<file path="config.mk">
export PLATFORM = sky130hd
export DESIGN_NAME = uart_matrix_loader
export DESIGN_NICKNAME = d
export VERILOG_FILES = /design/src/rtl/uart_matrix_loader.sv
export SDC_FILE = /design/constraint.sdc
export NUM_CORES = 1
export LEC_CHECK = 0
export ABC_AREA = 0
export CORE_MARGIN = 2
export CORE_UTILIZATION = 31
export CTS_CLUSTER_DIAMETER = 150
export DETAILED_ROUTE_END_ITERATION = 8
export GPL_ROUTABILITY_DRIVEN = 0
export PLACE_DENSITY = 0.53
export SLEW_MARGIN = 40
export SYNTH_ARGS = -nofsm -noshare
export SYNTH_HDL_FRONTEND = slang
export SYNTH_SLANG_ARGS = --single-unit
</file>
<file path="constraint.sdc">
create_clock -name clk -period 7 [get_ports clk]
set_input_delay 0.7 -clock clk [delete_from_list [all_inputs] [get_ports clk]]
set_output_delay 0.7 -clock clk [all_outputs]
set_load 0.02 [all_outputs]
</file>
<file path="src/rtl/uart_matrix_loader.sv">
// UART 8N1 receiver that fills a ROW x COLUMN byte matrix and exposes three read ports.
// Optional macro UART_LOADER_FRAME_CHECK_EN discards frames whose stop bit samples low.
module uart_matrix_loader #(
   parameter int unsigned ROW    = 2,
   parameter int unsigned COLUMN = 2,
   parameter int unsigned CLK_HZ = 100_000_000,
   parameter int unsigned BAUD   = 9600
) (
   input  logic       clk,
   input  logic       rst,
   input  logic       rx_data,
   input  logic       write_en,
   input  logic       read,
   input  logic [7:0] read_address0,
   input  logic [7:0] read_address1,
   input  logic [7:0] read_address2,
   output logic       written_completed,
   output logic [7:0] data0,
   output logic [7:0] data1,
   output logic [7:0] data2
);

   localparam int unsigned DEPTH   = ROW * COLUMN;
   localparam int unsigned DIV_RAW = CLK_HZ / (BAUD * 8);
   localparam int unsigned DIV     = (DIV_RAW < 1) ? 1 : DIV_RAW;
   localparam int unsigned BW      = (DIV > 1) ? $clog2(DIV) : 1;
   localparam int unsigned AW      = (DEPTH > 1) ? $clog2(DEPTH) : 1;

   // Oversample tick generator: one pulse every DIV cycles
   logic [BW-1:0] baud_cnt;
   logic          tick;

   always_ff @(posedge clk or posedge rst) begin
      if (rst) begin
         baud_cnt <= '0;
         tick     <= 1'b0;
      end else if (baud_cnt == BW'(DIV - 1)) begin
         baud_cnt <= '0;
         tick     <= 1'b1;
      end else begin
         baud_cnt <= baud_cnt + BW'(1);
         tick     <= 1'b0;
      end
   end

   // Receiver: start confirmed after 4 low ticks, then one sample per 8 ticks
   typedef enum logic {RX_IDLE, RX_FRAME} rx_state_t;

   rx_state_t  rx_state;
   logic       rx_meta, rx_sync;
   logic [2:0] low_cnt;
   logic [2:0] os_cnt;
   logic [3:0] bit_idx;
   logic [8:0] shift;
   logic       rx_status;
   logic       frame_valid;

   always_ff @(posedge clk or posedge rst) begin
      if (rst) begin
         rx_meta     <= 1'b1;
         rx_sync     <= 1'b1;
         rx_state    <= RX_IDLE;
         low_cnt     <= '0;
         os_cnt      <= '0;
         bit_idx     <= '0;
         shift       <= '0;
         rx_status   <= 1'b0;
         frame_valid <= 1'b0;
      end else begin
         rx_meta     <= rx_data;
         rx_sync     <= rx_meta;
         frame_valid <= 1'b0;
         if (tick) begin
            case (rx_state)
               RX_IDLE: begin
                  if (rx_sync) begin
                     low_cnt <= '0;
                  end else if (low_cnt == 3'd3) begin
                     rx_state  <= RX_FRAME;
                     rx_status <= 1'b1;
                     low_cnt   <= '0;
                     os_cnt    <= '0;
                     bit_idx   <= '0;
                     shift     <= '0;
                  end else begin
                     low_cnt <= low_cnt + 3'd1;
                  end
               end
               RX_FRAME: begin
                  os_cnt <= os_cnt + 3'd1;
                  if (os_cnt == 3'd7) begin
                     shift <= {rx_sync, shift[8:1]};
                     if (bit_idx == 4'd8) begin
                        rx_state    <= RX_IDLE;
                        rx_status   <= 1'b0;
                        frame_valid <= 1'b1;
                     end else begin
                        bit_idx <= bit_idx + 4'd1;
                     end
                  end
               end
               default: rx_state <= RX_IDLE;
            endcase
         end
      end
   end

   // Completed frame held stable for the STORE cycle
   logic [7:0] data_q;
`ifdef UART_LOADER_FRAME_CHECK_EN
   logic stop_q;
`endif

   always_ff @(posedge clk or posedge rst) begin
      if (rst) begin
         data_q <= '0;
`ifdef UART_LOADER_FRAME_CHECK_EN
         stop_q <= 1'b0;
`endif
      end else if (frame_valid) begin
         data_q <= shift[7:0];
`ifdef UART_LOADER_FRAME_CHECK_EN
         stop_q <= shift[8];
`endif
      end
   end

   logic store_ok;
`ifdef UART_LOADER_FRAME_CHECK_EN
   assign store_ok = write_en & stop_q;
`else
   assign store_ok = write_en;
`endif

   // Load FSM and matrix memory
   typedef enum logic [1:0] {IDLE, RECEIVING, STORE, END} state_t;

   state_t     state;
   logic [7:0] count;
   logic [7:0] mem [DEPTH];
   logic       last;

   assign last = ({1'b0, count} >= 9'(DEPTH - 1));

   always_ff @(posedge clk or posedge rst) begin
      if (rst) begin
         state             <= IDLE;
         count             <= '0;
         written_completed <= 1'b0;
         for (int i = 0; i < int'(DEPTH); i++) mem[i] <= '0;
      end else begin
         case (state)
            IDLE:      if (rx_status && write_en) state <= RECEIVING;
            RECEIVING: if (!rx_status) state <= STORE;
            STORE: begin
               if (store_ok) begin
                  mem[count[AW-1:0]] <= data_q;
                  count              <= count + 8'd1;
                  written_completed  <= last;
                  state              <= last ? END : IDLE;
               end else begin
                  state <= IDLE;
               end
            end
            END:     written_completed <= 1'b1;
            default: state <= IDLE;
         endcase
      end
   end

   function automatic logic [7:0] rd_mem(input logic [7:0] a);
      return ({1'b0, a} < 9'(DEPTH)) ? mem[a[AW-1:0]] : 8'h00;
   endfunction

   // Registered read ports, hold when read is low
   always_ff @(posedge clk or posedge rst) begin
      if (rst) begin
         data0 <= '0;
         data1 <= '0;
         data2 <= '0;
      end else if (read) begin
         data0 <= rd_mem(read_address0);
         data1 <= rd_mem(read_address1);
         data2 <= rd_mem(read_address2);
      end
   end

endmodule

</file>
==> impl_metrics.py, run 1 <==
metrics = {
    "clocking": {
        "number_of_h_tree_levels": 3,
        "cts_made_buffers": 9,
        "cts_hold_buf": 0,
        "clock_pin_transition_on_the_worst_setup_and_hold_timing_paths_ns": 0.07,
        "tritoncts_clock_tree": "yes",
        "clk_root_buffer_cell": "clkbuf_16",
        "clock_latency_at_the_later_pin_of_the_worst_skew_pair_ns": 0.34,
        "cts_max_path_buffers": 2,
        "clock-sinks": 111,
        "post_cts_buffers": 0,
        "cts.repair.resized": 0,
    },
    "cells_and_area": {
        "antenna_cells_inserted": 0,
        "synthToLayoutAreaGrowth_pct": 20.0,
        "mostFrequentLayoutCell": "dfrtp_1",
        "highest_count_cells_in_the_layout_ignoring_fill_and_taps": "dfrtp_1, inv_1, clkdlybuf4s50_1",
        "post_route_cells_drive_above_1_share_pct": 17.2,
        "layoutNonFillerInstCount": 715,
        "design.final.nets": 534,
    },
    "critical_path": {
        "timing.critical_path.slowest_cell_delay_ns": 0.64,
        "cp_top_delay_family": "simple AND/OR/NAND/NOR gates",
        "critical_path_class": "reg -> reg",
        "sequence_of_cells_on_the_critical_path": "or4b_1 -> a21bo_1 -> or4_1 -> nand3_1",
        "crit_buf_inv": 0,
        "critPathCaptureType": "flop",
        "cpMaxStageDelayCell": "dfrtp_1",
        "worst_ep_required_time_ns": 7.28,
        "timing.critical_path.from_type": "flop",
        "worstPathArrival_ns": 2.58,
        "crit_fanout": 22,
    },
    "yosys": {
        "synth.lib_cells_used.distinct": 40,
        "netlist.top_cell.by_area": "dfrtp_1",
        "syn_avg_cell_area_um2": 11.9,
        "syn_inst": 441,
        "postSynth.topFlopCell": "dfrtp_1",
        "mappedNetlistNets": 485,
        "async_reset_ff_share_pct": 100,
        "top_cells_by_area_synth": "dfrtp_1, mux4_2, mux2_2, inv_1, ha_1",
        "number_of_enable_flip_flop_cells_after_synthesis": 0,
        "yosysSeqAreaShare_pct": 53.0,
        "synth_top_area_share_pct": 52.0,
        "synth_seq_cells": 111,
        "post_synth_instance_area_um2": 5240,
        "synth.yosys.warnings": 0,
    },
    "die": {
        "die_width_um": 134,
        "placementRows": 47,
        "die_h_um": 134,
        "design.portCount": 54,
        "initial_core_util_pct": 31.6,
        "core_region_area_um2": 16600,
        "die_area_um2": 18000,
    },
    "global_routing": {
        "grt_start_max_net_pins": 67,
        "first_global_vias": 3434,
        "aggregate_global_routing_overflow": 0,
        "met1_usage_pct": 16.0,
        "grt_usage_pct": 11.7,
        "grt_antenna_before_repair": 0,
        "grt_pass1_wl_um": 16800,
        "global_route.usage.met2_pct": 18.3,
        "grt_busiest_layer": "met2",
        "groute.layer.met3.usage_pct": 3.14,
    },
    "sta": {
        "period_utilization_pct": 32.9,
        "rsz0062_at_grt": "false",
        "setup_viol": 0,
        "finalWorstSetupSlack_ns": 4.70,
        "drv_slew": 0,
        "timing.final.hold_violations": 0,
        "totalNegativeSetupSlack_ns": 0,
        "hold-worst-slack_ns": 0.357,
        "finalClockSkew_ns": 0.0100,
        "finalCriticalPeriod_ns": 2.30,
        "max_freq_ghz": 0.435,
        "maxSlewHeadroom_pct": 54.3,
        "worst_pin_slew_ns": 0.686,
    },
    "routing": {
        "route.final.wire_length_um": 10000,
        "detail_route.iter0.violations": 158,
        "route.detailed.vias_per_inst": 4.78,
        "count_of_unresolved_drc_violations_after_routing": 0,
        "antenna_violating_nets_post_route": 0,
        "route.vias.total": 3418,
        "drtPass1Iterations": 4,
        "routedWlPerCell_um": 14.0,
    },
    "placement": {
        "dp.final_hpwl_um": 7340,
        "pre_cts_ws_ns": 4.32,
        "numPortBuffers": 53,
        "numPlacedInstances": 699,
    },
    "pwr": {
        "power_density_nw_per_um2": 190,
        "p_leak_nw": 2.67,
        "totalPowerFinal_w": 0.00120,
        "vdd_drop_max_mv": 0.125,
    },
    "run_status": {
        "status": "finished, final reports clean",
    },
    "hold_path": {
        "hold_class": "reg -> reg",
    },
    "run": {
        "maxCapViolCount": 0,
    },
}
-- kinds of logic (layout without fill, tap and decap cells) --
group	after synthesis	after routing	share of synthesized area [%]
flip-flops	111	111	53.0
AND/OR/NAND/NOR	99	99	9.07
buffers and inverters	75	129	5.44
multiplexers	64	64	18.9
AO/OA/AOI/OAI	61	61	7.30
XOR/XNOR	16	16	2.67
adder cells (fa/ha/maj)	15	15	3.58
-- final cells by class --
class / instances / area, um2
tap: 220 / 275
sequential: 111 / 2780
clock buffer: 10 / 229
timing repair buffer: 54 / 537
inverter: 59 / 224
multi-input combinational: 255 / 2180
fill: 1630 / 10300
clock inverter: 6 / 67.6
-- state kept, by name (all words and copies together) (netlist names) --
register,cells
mem,32
baud_cnt,11
shift,9
count,8
data0,8
data1,8
data2,8
data_q,8
bit_idx,4
low_cnt,3
os_cnt,3
state,2
frame_valid,1
rx_meta,1
rx_state,1
rx_status,1
rx_sync,1
tick,1
written_completed,1
-- power by group --
group	internal, W	total (W)	leakage [nW]	switching [W]
Clock	0.000280	0.000510	0.139	0.000230
Combinational	0.0000196	0.0000438	1.01	0.0000242
Sequential	0.000642	0.000642	1.51	0.000000514
Total	0.000941	0.00120	2.67	0.000255
-- worst paths after layout --
path	start	end	slack [ns]	cells past startpoint
worst max-delay path	rx_state	bit_idx[0]	4.70	4
worst min-delay path	rx_meta	rx_sync	0.36	0
worst max register to register	rx_state	bit_idx[0]	4.70	4
worst min register to register	rx_meta	rx_sync	0.36	0
max in group asynchronous	rst	count[1]	5.26	3
min in group asynchronous	rst	baud_cnt[2]	0.76	2
-- stage by stage --
| stage | area [um2] | utilization [%] |
|---|---|---|
| 2_1_floorplan | 5240 | - |
| 3_3_place_gp | 5990 | 36.1 |
| 3_5_place_dp | 5990 | 36.1 |
| 4_1_cts | 6290 | 37.9 |
| 5_1_grt | 6290 | 37.9 |
| 6_report | 6290 | 37.9 |
-- cell usage after synthesis (3+ instances only) --
| cell type | count |
|---|---|
| nor4_1 | 5 |
| o22ai_1 | 25 |
| inv_1 | 59 |
| clkbuf_1 | 13 |
| a21oi_1 | 8 |
| dfrtp_1 | 109 |
| nand3_1 | 11 |
| mux4_2 | 24 |
| mux2_2 | 40 |
| buf_2 | 3 |
| xnor2_1 | 11 |
| o21ai_0 | 16 |
| nor2_1 | 17 |
| nand2_1 | 42 |
| ha_1 | 15 |
| nand4_1 | 6 |
| xor2_1 | 5 |
-- layer usage --
layer	wire [um]	vias to the layer above
met5	0	-
met3	481	5
met1	4890	1684
met2	4590	77
met4	78	0
li1	-	1652
(Power assumes the default switching activity.)
==> run 2: changes to the inputs <==
Clock period 7 ns to 2.3 ns, I/O delays scaled along.
==> run 2 against run 1 <==
Worst hold slack got worse by 0.075 ns. Critical endpoint unchanged. Sequential power grew to 3.1 times the previous value. Register-to-register slack worse by 4.3 ns. Critical path type unchanged. Design area increased by 0.90%.
==> impl_metrics.py, run 2 (synthesized netlist as in run 1, its figures left out) <==
metrics = {
    "run_status": {
        "status": "finished, final reports clean",
    },
    "die": {
        "die_area_um2": 18000,
        "die_h_um": 134,
        "core_region_area_um2": 16600,
        "placementRows": 47,
        "die_width_um": 134,
        "initial_core_util_pct": 31.6,
        "design.portCount": 54,
    },
    "clocking": {
        "cts_made_buffers": 9,
        "clock_pin_transition_on_the_worst_setup_and_hold_timing_paths_ns": 0.07,
        "tritoncts_clock_tree": "yes",
        "cts.repair.resized": 0,
        "cts_hold_buf": 0,
        "post_cts_buffers": 0,
        "number_of_h_tree_levels": 3,
        "clock-sinks": 111,
        "cts_max_path_buffers": 2,
        "clock_latency_at_the_later_pin_of_the_worst_skew_pair_ns": 0.35,
        "clk_root_buffer_cell": "clkbuf_16",
    },
    "run": {
        "maxCapViolCount": 0,
    },
    "routing": {
        "antenna_violating_nets_post_route": 0,
        "route.vias.total": 3407,
        "route.final.wire_length_um": 9980,
        "count_of_unresolved_drc_violations_after_routing": 0,
        "detail_route.iter0.violations": 124,
        "routedWlPerCell_um": 13.8,
        "route.detailed.vias_per_inst": 4.72,
        "drtPass1Iterations": 4,
    },
    "global_routing": {
        "grt_antenna_before_repair": 0,
        "grt_start_max_net_pins": 112,
        "aggregate_global_routing_overflow": 0,
        "grt_usage_pct": 11.8,
        "first_global_vias": 3440,
        "grt_pass1_wl_um": 17000,
    },
    "sta": {
        "drv_slew": 0,
        "max_freq_ghz": 0.539,
        "finalClockSkew_ns": 0.00630,
        "timing.final.hold_violations": 0,
        "maxSlewHeadroom_pct": 60.3,
        "setup_viol": 0,
        "hold-worst-slack_ns": 0.283,
        "rsz0062_at_grt": "false",
        "totalNegativeSetupSlack_ns": 0,
        "finalCriticalPeriod_ns": 1.86,
        "worst_pin_slew_ns": 0.595,
        "period_utilization_pct": 80.7,
    },
    "critical_path": {
        "crit_end": "bit_idx[0]",
        "timing.critical_path.slowest_cell_delay_ns": 0.49,
        "cp-startpoint": "low_cnt[0]",
        "ff2ff_setup_slack_ns": 0.44,
        "timing.reg2reg.worst_path_depth": 5,
        "timing.critical_path.from_type": "flop",
        "worst_flop_to_flop_path_endpoint": "bit_idx[0]",
        "critical_path_class": "reg -> reg",
        "cpMaxStageDelayCell": "or4b_1",
        "critPathCaptureType": "flop",
        "crit_fanout": 5,
        "worstPathArrival_ns": 2.14,
        "worst_ep_required_time_ns": 2.59,
        "sequence_of_cells_on_the_critical_path": "ha_1 -> or4b_1 -> a21bo_1 -> or4_1 -> nand3_1",
        "worst_r2r_startpoint": "low_cnt[0]",
    },
    "pwr": {
        "p_leak_nw": 2.69,
        "totalPowerFinal_w": 0.00355,
        "vdd_drop_max_mv": 0.326,
        "power_density_nw_per_um2": 560,
    },
    "cells_and_area": {
        "design.final.nets": 541,
        "reg.largest.list": "mem: 32 flops, baud_cnt: 11 flops, shift: 9 flops",
        "layout.filler_cells": 1633,
        "synthToLayoutAreaGrowth_pct": 21.1,
        "regMostFlops": "mem",
        "highest_count_cells_in_the_layout_ignoring_fill_and_taps": "dfrtp_1, inv_1, clkdlybuf4s50_1",
        "largest_register_ffs": 32,
        "postLayoutCellArea_um2": 6350,
        "finish.utilization_pct": 38.3,
        "post_route_cells_drive_above_1_share_pct": 18.3,
        "mostFrequentLayoutCell": "dfrtp_1",
        "antenna_cells_inserted": 0,
    },
    "placement": {
        "numPortBuffers": 53,
        "placed_cell_area_um2": 6060,
        "dp.final_hpwl_um": 7210,
    },
    "hold_path": {
        "hold_class": "in -> reg",
    },
}
-- run 2: cell type report --
cell class	count	area, um2	share of cell area, %
Tap cell	220	275	4.34
Clock inverter	6	46.3	0.729
Sequential cell	111	2780	43.8
Timing Repair Buffer	61	603	9.50
Inverter	59	225	3.55
Clock buffer	10	239	3.77
Multi-Input combinational cell	255	2180	34.3
-- run 2: metal layers --
layer / vias to the layer above / track usage (%) / wire length, um
li1: 1652 / - / -
met1: 1675 / 15.4 / 4680
met2: 72 / 18.8 / 4620
met3: 8 / 4.20 / 580
met4: 0 / 3.33 / 106
met5: - / 0 / 0
-- run 2: how the worst min path moves through the flow --
stage | end | from | cells after the start | slack [ns]
floorplan | rx_meta | rx_data | 0 | 0.23
global placement | rx_sync | rx_meta | 0 | 0.35
detailed placement | rx_sync | rx_meta | 0 | 0.35
CTS | rx_meta | rx_data | 1 | 0.27
global route | rx_meta | rx_data | 1 | 0.28
finish | rx_meta | rx_data | 1 | 0.28
-- run 2: power by group --
group          internal [W]  switching [W]  leakage [nW]
logic             0.0000667      0.0000742          1.04
clock network      0.000767       0.000690         0.135
registers           0.00195     0.00000155          1.51
-- run 2: worst max-delay path, delay by kind of cell (launching register included) --
kind / cells / cell delay, ns
adders and majority gates: 1 / 0.20
AOI/OAI and AO/OA: 1 / 0.25
and+or+nand+nor: 3 / 0.98
DFF: 1 / 0.37
-- run 2: through the flow --
step	setup WS [ns]	std cells
final	0.443	722
after global routing	0.335	722
after CTS	0.440	722
after detailed placement	0.462	706
after global placement	0.478	706
after floorplan	0.588	441
==> run 3: changes to the inputs <==
Settings changed: PLACE_DENSITY 0.53 to 0.55.
Clock period 2.3 ns to 1.65 ns, I/O delays scaled along.
==> run 3 against run 2 <==
The run now ends with setup timing left. Clock-buffer cell count down 1. Setup slack worse by 0.53 ns. Sequential share of layout area down 2.4 points. Design area up 5.8%. Register-to-register slack worse by 0.53 ns. Sequential power up 39%. Clock skew up 0.0067 ns.
==> impl_metrics.py, run 3 (synthesized netlist as in run 1, its figures left out) <==
metrics = {
    "routing": {
        "route.detailed.vias_per_inst": 4.73,
        "route.final.wire_length_um": 10400,
        "count_of_unresolved_drc_violations_after_routing": 0,
        "route.vias.total": 3522,
        "antenna_violating_nets_post_route": 0,
        "detail_route.iter0.violations": 172,
        "routedWlPerCell_um": 13.9,
        "drtPass1Iterations": 4,
    },
    "hold_path": {
        "hold_class": "in -> async",
    },
    "global_routing": {
        "grt_pass1_wl_um": 18100,
        "grt_usage_pct": 12.5,
        "grt_start_max_net_pins": 39,
        "first_global_vias": 3700,
        "aggregate_global_routing_overflow": 0,
        "grt_antenna_before_repair": 0,
    },
    "cells_and_area": {
        "layout.filler_cells": 1593,
        "largest_register_ffs": 32,
        "design.final.nets": 564,
        "reg.largest.list": "mem: 32 flops, baud_cnt: 11 flops, shift: 9 flops",
        "antenna_cells_inserted": 0,
        "post_route_cells_drive_above_1_share_pct": 24.0,
        "synthToLayoutAreaGrowth_pct": 28.1,
        "postLayoutCellArea_um2": 6710,
        "mostFrequentLayoutCell": "dfrtp_1",
        "finish.utilization_pct": 40.5,
        "regMostFlops": "mem",
        "highest_count_cells_in_the_layout_ignoring_fill_and_taps": "dfrtp_1, inv_1, clkdlybuf4s50_1",
    },
    "placement": {
        "numPortBuffers": 53,
        "dp.final_hpwl_um": 7660,
        "placed_cell_area_um2": 6350,
    },
    "clocking": {
        "clk_root_buffer_cell": "clkbuf_16",
        "tritoncts_clock_tree": "yes",
        "clock-sinks": 111,
        "clock_latency_at_the_later_pin_of_the_worst_skew_pair_ns": 0.36,
        "number_of_h_tree_levels": 3,
        "clock_pin_transition_on_the_worst_setup_and_hold_timing_paths_ns": 0.08,
        "cts_made_buffers": 9,
        "cts_hold_buf": 0,
        "cts_max_path_buffers": 2,
    },
    "sta": {
        "totalNegativeSetupSlack_ns": -0.143,
        "timing.final.hold_violations": 0,
        "rsz0062_at_grt": "true",
        "finalClockSkew_ns": 0.0130,
        "worst_pin_slew_ns": 0.523,
        "drv_slew": 0,
        "period_utilization_pct": 106,
        "maxSlewHeadroom_pct": 64.8,
        "setup_viol": 2,
        "finalCriticalPeriod_ns": 1.74,
        "max_freq_ghz": 0.574,
        "finalWorstSetupSlack_ns": -0.0908,
    },
    "critical_path": {
        "critical_path_class": "reg -> reg",
        "crit_buf_inv": 0,
        "crit_fanout": 2,
        "worstPathArrival_ns": 2.03,
        "cp_top_delay_family": "simple AND/OR/NAND/NOR gates",
        "worst_r2r_startpoint": "low_cnt[0]",
        "worst_flop_to_flop_path_endpoint": "bit_idx[0]",
        "timing.critical_path.from_type": "flop",
        "ff2ff_setup_slack_ns": -0.09,
        "critPathCaptureType": "flop",
        "worst_ep_required_time_ns": 1.94,
        "sequence_of_cells_on_the_critical_path": "ha_2 -> or4b_4 -> a21bo_1 -> or4_1 -> nand3_1",
        "cpMaxStageDelayCell": "or4b_4",
        "timing.critical_path.slowest_cell_delay_ns": 0.46,
        "timing.reg2reg.worst_path_depth": 5,
    },
    "run_status": {
        "failed_checks": "setup timing",
        "status": "finished with violations",
    },
    "die": {
        "die_area_um2": 18000,
        "core_region_area_um2": 16600,
        "die_h_um": 134,
        "placementRows": 47,
        "initial_core_util_pct": 31.6,
        "design.portCount": 54,
        "die_width_um": 134,
    },
    "pwr": {
        "totalPowerFinal_w": 0.00518,
        "vdd_drop_max_mv": 0.475,
        "p_leak_nw": 2.92,
        "power_density_nw_per_um2": 771,
    },
    "run": {
        "maxCapViolCount": 0,
    },
}
-- run 3: changes by cell type in the layout (fill, tap and decap cells not counted), sizes merged --
cell | before | now
buf | 8 | 31
clkinvlp | 3 | 1
clkbuf | 10 | 9
inv | 58 | 61
-- run 3: worst reg2reg max path: stages, from the launching register on --
cell,delay (ns)
dfrtp_1,0.36
ha_2,0.18
or4b_4,0.46
a21bo_1,0.20
or4_1,0.39
nand3_1,0.09
-- run 3: final cells by class --
class                      count  area (um2)  area share, %
inverter                      59         225           3.35
multi-input combinational    255        2230           33.2
clock inverter                 7        86.3           1.29
clock buffer                   9         225           3.35
tap                          220         275           4.10
timing repair buffer          84         892           13.3
sequential                   111        2780           41.4
-- run 3: worst max path at each step --
stage | endpoint | slack (ns) | from | cells after the start
3_3_place_gp | bit_idx[0] | -0.06 | low_cnt[0] | 5
2_1_floorplan | bit_idx[0] | -0.06 | low_cnt[0] | 5
4_1_cts | bit_idx[0] | -0.08 | low_cnt[0] | 5
6_report | bit_idx[0] | -0.09 | low_cnt[0] | 5
5_1_grt | bit_idx[0] | -0.15 | low_cnt[0] | 5
3_5_place_dp | bit_idx[1] | -0.09 | low_cnt[0] | 5
-- run 3: stage by stage --
stage	cells	setup slack [ns]	hold slack, ns
2_1_floorplan	441	-0.0619	0.169
3_3_place_gp	728	-0.0574	0.346
3_5_place_dp	728	-0.0899	0.347
4_1_cts	744	-0.0824	0.111
5_1_grt	745	-0.148	0.130
6_report	745	-0.0908	0.109
-- run 3: report_power, final --
group | leakage, nW | internal (W) | switching, W
Sequential | 1.51 | 0.00272 | 0.000000965
Clock | 0.151 | 0.00109 | 0.00113
Combinational | 1.25 | 0.000126 | 0.000115
-- run 3: repair_timing --
action	in CTS	in global routing
endpoints found under the setup margin	5	50
gates resized for setup	4	11
buffers inserted	0	1
-- run 3: layer usage --
metal | GRT usage, % | part of all wire, %
met5 | 0 | 0
met4 | 4.74 | 1.6
met3 | 2.80 | 4.6
met2 | 21.6 | 48
met1 | 15.4 | 46
